$ cat config.mk
export PLATFORM = sky130hd
export DESIGN_NAME = spi_link_ctrl
export DESIGN_NICKNAME = d
export VERILOG_FILES = /design/src/rtl/spi_link_pkg.sv /design/src/rtl/spi_link_ctrl_rr_arbiter.sv /design/src/rtl/spi_link_ctrl.sv
export SDC_FILE = /design/constraint.sdc
export NUM_CORES = 1
export LEC_CHECK = 0
export BUFFER_PORTS_ARGS = -buffer_cell sky130_fd_sc_hd__buf_2
export CORE_MARGIN = 2
export CORE_UTILIZATION = 50
export CTS_BUF_LIST = sky130_fd_sc_hd__clkbuf_4 sky130_fd_sc_hd__clkbuf_8
export CTS_CLUSTER_SIZE = 25
export DETAILED_ROUTE_END_ITERATION = 16
export PLACE_DENSITY_LB_ADDON = 0.1
export SLEW_MARGIN = 20
export SYNTH_ARGS = -nofsm -noshare
export SYNTH_HDL_FRONTEND = slang
export SYNTH_SLANG_ARGS = --single-unit
$ cat constraint.sdc
create_clock -name clk -period 3.81 [get_ports clk]
set_input_delay 0.5715 -clock clk [delete_from_list [all_inputs] [get_ports clk]]
set_output_delay 0.5715 -clock clk [all_outputs]
set_load 0.01 [all_outputs]
$ cat src/rtl/spi_link_pkg.sv
// Shared word width, timing defaults and TX state encoding for the SPI link controller.
package spi_link_pkg;

  localparam int KEY_LENGTH_DEF   = 32;
  localparam int SEND_HOLD_DEF    = 3;
  localparam int FRAME_CYCLES_DEF = 600;

  typedef enum logic [1:0] {
    ST_IDLE = 2'd0,
    ST_SEND = 2'd1,
    ST_WAIT = 2'd2,
    ST_DONE = 2'd3
  } tx_state_e;

endpackage

$ cat src/rtl/spi_link_ctrl_rr_arbiter.sv
// Combinational round-robin pick: first set request scanning upward from ptr_i with wrap.
// Zero latency; no backpressure, the caller decides when to consume the pick.
module rr_arbiter #(
  parameter int NUM_REQ = 4,
  parameter int IW      = $clog2(NUM_REQ)
) (
  input  logic [NUM_REQ-1:0] req_i,
  input  logic [IW-1:0]      ptr_i,
  output logic               any_o,
  output logic [NUM_REQ-1:0] pick_o,
  output logic [IW-1:0]      idx_o
);

  logic [IW-1:0] cand;

  always_comb begin
    any_o  = 1'b0;
    pick_o = '0;
    idx_o  = '0;
    cand   = '0;
    for (int i = 0; i < NUM_REQ; i++) begin
      cand = IW'((int'(ptr_i) + i) % NUM_REQ);
      if (!any_o && req_i[cand]) begin
        any_o        = 1'b1;
        pick_o[cand] = 1'b1;
        idx_o        = cand;
      end
    end
  end

endmodule

$ cat src/rtl/spi_link_ctrl.sv
// Arbitrates requesters onto the SPI slave TX path (grant 1 cycle after request, frame = SEND_HOLD+FRAME_CYCLES+1 cycles)
// and captures RX words into a valid/ready register 3 cycles after ready rises; a word arriving while unconsumed is dropped and flagged.
module spi_link_ctrl
  import spi_link_pkg::*;
#(
  parameter int KEY_LENGTH   = KEY_LENGTH_DEF,
  parameter int NUM_REQ      = 4,
  parameter int SEND_HOLD    = SEND_HOLD_DEF,
  parameter int FRAME_CYCLES = FRAME_CYCLES_DEF
) (
  input  logic                          clk,
  input  logic                          rst,
  input  logic [NUM_REQ-1:0]            req,
  input  logic [NUM_REQ*KEY_LENGTH-1:0] req_data,
  output logic [NUM_REQ-1:0]            gnt,
  output logic [NUM_REQ-1:0]            done,
  output logic                          busy,
  output logic [KEY_LENGTH-1:0]         spi_data_to_send,
  output logic                          spi_send,
  input  logic [KEY_LENGTH-1:0]         spi_data_received,
  input  logic                          spi_data_received_ready,
  output logic [KEY_LENGTH-1:0]         rx_data,
  output logic                          rx_valid,
  input  logic                          rx_ready,
  output logic                          rx_overflow,
  input  logic                          rx_overflow_clr
);

  localparam int IW = $clog2(NUM_REQ);
  localparam int HW = $clog2(SEND_HOLD + 1);
  localparam int FW = $clog2(FRAME_CYCLES + 1);

  tx_state_e             state_q;
  logic [IW-1:0]         ptr_q;
  logic [IW-1:0]         gidx_q;
  logic [NUM_REQ-1:0]    gnt_q;
  logic [NUM_REQ-1:0]    done_q;
  logic                  busy_q;
  logic [KEY_LENGTH-1:0] data_q;
  logic                  send_q;
  logic [HW-1:0]         hold_q;
  logic [FW-1:0]         wait_q;

  logic               arb_any;
  logic [NUM_REQ-1:0] arb_pick;
  logic [IW-1:0]      arb_idx;

  rr_arbiter #(
    .NUM_REQ (NUM_REQ),
    .IW      (IW)
  ) u_arb (
    .req_i  (req),
    .ptr_i  (ptr_q),
    .any_o  (arb_any),
    .pick_o (arb_pick),
    .idx_o  (arb_idx)
  );

  // The slave has no busy flag, so the frame is timed blind: hold send, then wait out the worst-case frame.
  always_ff @(posedge clk) begin
    if (rst) begin
      state_q <= ST_IDLE;
      ptr_q   <= '0;
      gidx_q  <= '0;
      gnt_q   <= '0;
      done_q  <= '0;
      busy_q  <= 1'b0;
      data_q  <= '0;
      send_q  <= 1'b0;
      hold_q  <= '0;
      wait_q  <= '0;
    end else begin
      done_q <= '0;
      case (state_q)
        ST_IDLE: begin
          if (arb_any) begin
            gnt_q   <= arb_pick;
            gidx_q  <= arb_idx;
            busy_q  <= 1'b1;
            data_q  <= req_data[arb_idx*KEY_LENGTH +: KEY_LENGTH];
            send_q  <= 1'b1;
            hold_q  <= HW'(1);
            state_q <= ST_SEND;
          end
        end
        ST_SEND: begin
          if (hold_q == HW'(SEND_HOLD)) begin
            send_q  <= 1'b0;
            wait_q  <= FW'(1);
            state_q <= ST_WAIT;
          end else begin
            hold_q <= hold_q + 1'b1;
          end
        end
        ST_WAIT: begin
          if (wait_q == FW'(FRAME_CYCLES)) begin
            done_q  <= gnt_q;
            state_q <= ST_DONE;
          end else begin
            wait_q <= wait_q + 1'b1;
          end
        end
        ST_DONE: begin
          gnt_q   <= '0;
          busy_q  <= 1'b0;
          ptr_q   <= (gidx_q == IW'(NUM_REQ - 1)) ? '0 : gidx_q + 1'b1;
          state_q <= ST_IDLE;
        end
        default: state_q <= ST_IDLE;
      endcase
    end
  end

  assign gnt              = gnt_q;
  assign done             = done_q;
  assign busy             = busy_q;
  assign spi_data_to_send = data_q;
  assign spi_send         = send_q;

  logic                  sync1_q, sync2_q, sync3_q;
  logic                  cap_pulse;
  logic [KEY_LENGTH-1:0] rx_data_q;
  logic                  rx_valid_q;
  logic                  rx_ovf_q;

  assign cap_pulse = sync2_q & ~sync3_q;

  // Data bus is taken unsynchronized: the slave holds it a full SCLK period past ready, outlasting the sync delay.
  always_ff @(posedge clk) begin
    if (rst) begin
      sync1_q    <= 1'b0;
      sync2_q    <= 1'b0;
      sync3_q    <= 1'b0;
      rx_data_q  <= '0;
      rx_valid_q <= 1'b0;
      rx_ovf_q   <= 1'b0;
    end else begin
      sync1_q <= spi_data_received_ready;
      sync2_q <= sync1_q;
      sync3_q <= sync2_q;
      if (cap_pulse) begin
        if (!rx_valid_q || rx_ready) begin
          rx_data_q  <= spi_data_received;
          rx_valid_q <= 1'b1;
        end
      end else if (rx_valid_q && rx_ready) begin
        rx_valid_q <= 1'b0;
      end
      if (cap_pulse && rx_valid_q && !rx_ready) begin
        rx_ovf_q <= 1'b1;
      end else if (rx_overflow_clr) begin
        rx_ovf_q <= 1'b0;
      end
    end
  end

  assign rx_data     = rx_data_q;
  assign rx_valid    = rx_valid_q;
  assign rx_overflow = rx_ovf_q;

endmodule

* Yosys cells after proc, flatten, opt, wreduce, memory -nomap -nowiden
Index checks and enable logic that the tools add are counted.
** Cells by class
- Add/sub/neg operators :: 6
- $lt $le $gt $ge :: 8
- Equal/unequal tests :: 12
- Shift-type cells :: 1
- Mux-type cells :: 49
- Bitwise operators :: 7
- Reductions and logical operators :: 31
** Operators by type and width (count)
- indexed part select 128 x 8 -> 32 bit :: 1
- two-way mux 10 bit :: 2
- two-way mux 4 bit :: 5
- case mux 10 bit (2 select lines) :: 1
- two-way mux 1 bit :: 19
- two-way mux 2 bit :: 9
- < comparator 2 x 3 -> 1 bit (second input constant) :: 4
- bitwise OR 4 bit :: 3
- AND reduction 3 bit :: 4
- adder 10 x 1 -> 10 bit (second input constant) :: 1
- equality test 10 bit (second input constant) :: 1
- logical AND 1 bit :: 10
- != test 2 bit (second input constant) :: 5
- nonzero test 2 bit :: 5
- binary-select mux 1 bit (select 2 bit) :: 4
- demux 1 bit (select 2 bit) :: 4
- equality test 2 bit (second input constant) :: 4
- greater-or-equal comparator 2 x 1 -> 1 bit (second input constant) :: 4
- case mux 2 bit (4 select lines) :: 1
- case mux 4 bit (2 select lines) :: 1
- AND reduction 2 bit :: 4
- adder 2 x 1 -> 2 bit (second input constant) :: 3
- logical NOT 1 bit :: 5
- adder 2 bit (second input constant) :: 2
- other kinds (9) :: 12
** Word-level totals
- Flip-flop bits (word level) :: 97
- Output and inout port bits :: 76
- Logic and storage cells :: 130

* Longest topological paths before layout
- Depth in word-level cells :: 14
- Mapped depth :: 13
- Depth with buffers taken out :: 8

* By module
From an unflattened synthesis, not the netlist that was laid out.
** Unflattened totals
- Cell total of the unflattened synthesis :: 542
- Area total of the unflattened synthesis :: 4933.5 µm²
** By module, submodules not included
- spi_link_ctrl :: instances 1, cells each 497, area an instance 4514.3 µm², sequential area each 1941.9 µm²
- rr_arbiter :: instances 1, cells each 45, area an instance 419.2 µm², sequential area each 0.0 µm²

* Worst setup path before layout
Ideal clock, no wire load.
- Path kind :: register to register
- From :: reg ptr_q[0]
- To :: reg data_q[16] (netlist: spi_data_to_send[16])
- Library setup time :: 138 ps
- Data arrival time :: 2854 ps
- Data required time :: 3672 ps
- Path slack :: 818 ps
- Cell stages (with the launch flop) :: 14
- Cells stage by stage :: dfxtp_1 buf_4 inv_2 ha_1 clkbuf_1 mux4_2 buf_6 o211a_1 a211o_1 a21o_1 buf_6 nand2_2 buf_2 o221ai_1
** On the way
- Cells in the longest elaborated chain, start to end :: 13
** RTL lines
- from (decl) :: RTL line spi_link_ctrl.sv:34 : logic [IW-1:0] ptr_q;
- from (signal assigned) :: RTL line spi_link_ctrl.sv:106 : ptr_q <= (gidx_q == IW'(NUM_REQ - 1)) ? '0 : gidx_q + 1'b1;
- parallel branches: the longest is 13 deep, another holds adder 2 x 1 -> 2 bit
- to (signal assigned) :: RTL line spi_link_ctrl.sv:80 : data_q <= req_data[arb_idx*KEY_LENGTH +: KEY_LENGTH];
- to (decl) :: RTL line spi_link_ctrl.sv:39 : logic [KEY_LENGTH-1:0] data_q;
Several ways; the timed one is not identified. The select of a mux whose other input is x is not followed.
A chain may end at the register's enable or synchronous reset.

* Worst setup path in the final report
- From :: reg ptr_q[1]
- To :: reg data_q[30] (netlist: spi_data_to_send[30])
The elaborated chain is that of the path after synthesis.

==> flow_summary.toml <==
[outcome]
status = "complete, no violations"

[layout]
final_util_pct = 63.48
syn2layout_area_growth_pct = 24.21
nets = 1076
drive_above_1_share_pct = 32.85

[routing]
drt_iter0_drc = 536
dr.pass1.iters = 7
wl_per_cell_um = 16.90
viasPerCell = 5.759
num_vias = 5984
drc = 0
antenna_left = 0
wirelength_um = 17560

[worst_setup_path]
cp-start-kind = "flop"
r2r_end = "spi_data_to_send[30]"
worst-path-max-fanout = 14
rrSetupSlack_ps = 410
cp-end-kind = "flop"
r2r_cells = 9
worstSetupPathType = "reg2reg"
cp.arrival_ps = 3730
required_ps = 4150
r2r_start = "ptr_q[1]"

[timing]
layout_min_cycle_time_ps = 3396
drv_slew = 0
hold_viol = 0
rsz0062_at_grt = "false"
hold_slack_ps = 394.1
period_share_pct = 89.14
max_slew.worst_pin.slew_ps = 1029
fin_skew_ps = 12.68
fin_ws_ps = 413.8
setup_viol = 0
fin_setup_tns_ps = 0
fmax_mhz = 294.4
max-slew-margin-rel_pct = 31.25

[global_routing]
grt_overflow = 0
grt_max_degree = 69
grt.total_usage_pct = 27.14
antenna_found_initial = 1
grt_pass1_vias = 5806
grt_pass1_wl_um = 27890

[synthesis]
synth_area_leaders = "dfxtp_1 (33%), mux2i_1 (11%), nand2_1 (6.9%), a21oi_1 (4.4%), nand3b_1 (4.4%)"
synth_top_family_by_area = "compound AO/OA/AOI/OAI gates"
synth.distinct_cells = 56
ys_seq_area_share_pct = 33.28
syn_nets = 865
syn_avg_cell_area_um2 = 8.594
yosys_warnings = 0
synth.most_common_cell = "nand2_1"
synth_fa_ha_area_share_pct = 3.645
yosys_most_used_dff = "dfxtp_1"
netlist.area_leader.share_pct = 33.28
synthCells = 679
synth_top_area_cell = "dfxtp_1"
synthArstFlopShare_pct = 0
synthTopCellsByCount = "nand2_1 (107), dfxtp_1 (97), mux2i_1 (64), a21oi_1 (51), nor2_1 (43)"
ys_ff_latch = 97
synth_mux_area_share_pct = 12.71
synth_area_um2 = 5836
synth-xor-area-share_pct = 0.6003
yosys.area_share.simple_pct = 20.00
synth_compound_area_share_pct = 23.61
synth-edff-count = 0

[floorplanning]
core-area_um2 = 11420
die_h_um = 112.0
ios = 245
initial_core_util_pct = 51.11
die-area_um2 = 12550
num_rows = 39
die_w_um = 112.0

[clock_tree]
cts_buffer_depth = 2
cts_setup_buffers = 0
htreeDepth = 3
cts_root_buffer = "clkbuf_8"
ctsResizeCount = 0
clkSinkCount = 97
cts_tree = "done"
cts_buffers = 9
clk_latency_ps = 390
path_clk_slew_ps = 100
ctsHoldBuffers = 0

[worst_hold_path]
holdCritPathClass = "in2reg"
hold_depth = 2
hold_end = "sync1_q"
min_from = "spi_data_received_ready"

[power]
power_density_nw_per_um2 = 507.7
p_total_mw = 3.680
p_leak_nw = 3.257
ir_worst_vdd_mv = 0.3834

[placed_design]
portBuffers = 244
gp_congestion = 0.8656
pre_cts_ws_ps = 485.3
dpl.hpwl_um = 12780

[run]
maxCapViolCount = 0
## flip-flops by register name (all words and copies together) (netlist names), 2 cells and up
name and count:
gnt 4, hold_q 2, wait_q 10, ptr_q 2, gidx_q 2, done 4, state_q 2, spi_data_to_send 32
rx_data 32
## critical path: stages (launching register included)
cell and delay, ps:
dfxtp_1 590, inv_1 220, ha_1 480, mux4_2 470, nor2b_1 330, buf_4 250
nor2_8 90, mux2i_1 140, a2111oi_0 550, a211o_1 210
## power by group
| group | total [mW] | switching, mW | internal, mW |
|---|---|---|---|
| Clock | 0.717 | 0.396 | 0.321 |
| Combinational | 1.63 | 0.976 | 0.650 |
| Sequential | 1.34 | 0.128 | 1.21 |
## cells in the final DEF, fill, tap and decap left out, drive strengths merged, types with 3 or more instances in the layout
master   count
a22oi        5
a21oi       51
clkbuf      10
nor3         4
o21bai       3
o211a        3
a22o         3
nor4         3
a21o         3
nand3b      34
a221oi      11
mux4         3
o22ai       21
nor2        44
inv         14
and2         5
xor2         4
buf        255
nand2      108
o211ai      24
o221ai       8
dfxtp       97
mux2i       64
nor2b        9
mux2         3
a31oi        4
ha          17
a2111oi      3
or3          8
and3         4
a2111o      20
o21ai       16
nand3        5
nand2b       4
a211oi       5
nand4        5
## worst max path at each step
stage	startpoint	to	slack [ps]	cells past startpoint
2_1_floorplan	ptr_q[0]	spi_data_to_send[16]	820	13
3_3_place_gp	ptr_q[1]	spi_data_to_send[27]	680	10
3_5_place_dp	ptr_q[1]	spi_data_to_send[30]	490	9
4_1_cts	ptr_q[1]	spi_data_to_send[30]	460	9
5_1_grt	ptr_q[1]	spi_data_to_send[30]	200	9
6_report	ptr_q[1]	spi_data_to_send[30]	410	9
## metrics by stage
step	area (µm²)	cells
2_1_floorplan	5836	679
3_5_place_dp	7034	1022
3_3_place_gp	7034	1022
6_report	7248	1039
4_1_cts	7241	1038
5_1_grt	7248	1039
## final cells by class
type	count	area, µm²
tap	143	178.9
multi-input combinational	516	3547
antenna	1	2.502
clock buffer	10	131.4
timing repair buffer	255	1329
clock inverter	6	75.07
sequential	97	1943
fill	1012	4170
inverter	11	41.29
## routing by layer
layer	global-route usage, %	vias up	part of all wire [%]
li1	-	2924	-
met1	30.90	2749	39
met2	47.31	270	49
met3	6.803	41	7.5
met4	13.74	0	3.8
met5	0	-	0
## cell families after synthesis
| family | Yosys count |
|---|---|
| fa+ha+maj | 17 |
| xor+xnor | 4 |
| flops | 97 |
| mux | 70 |
| compound gates | 187 |
| buf+inv | 66 |
| simple gates | 238 |
No activity file was read; power rests on OpenSTA's default activity.
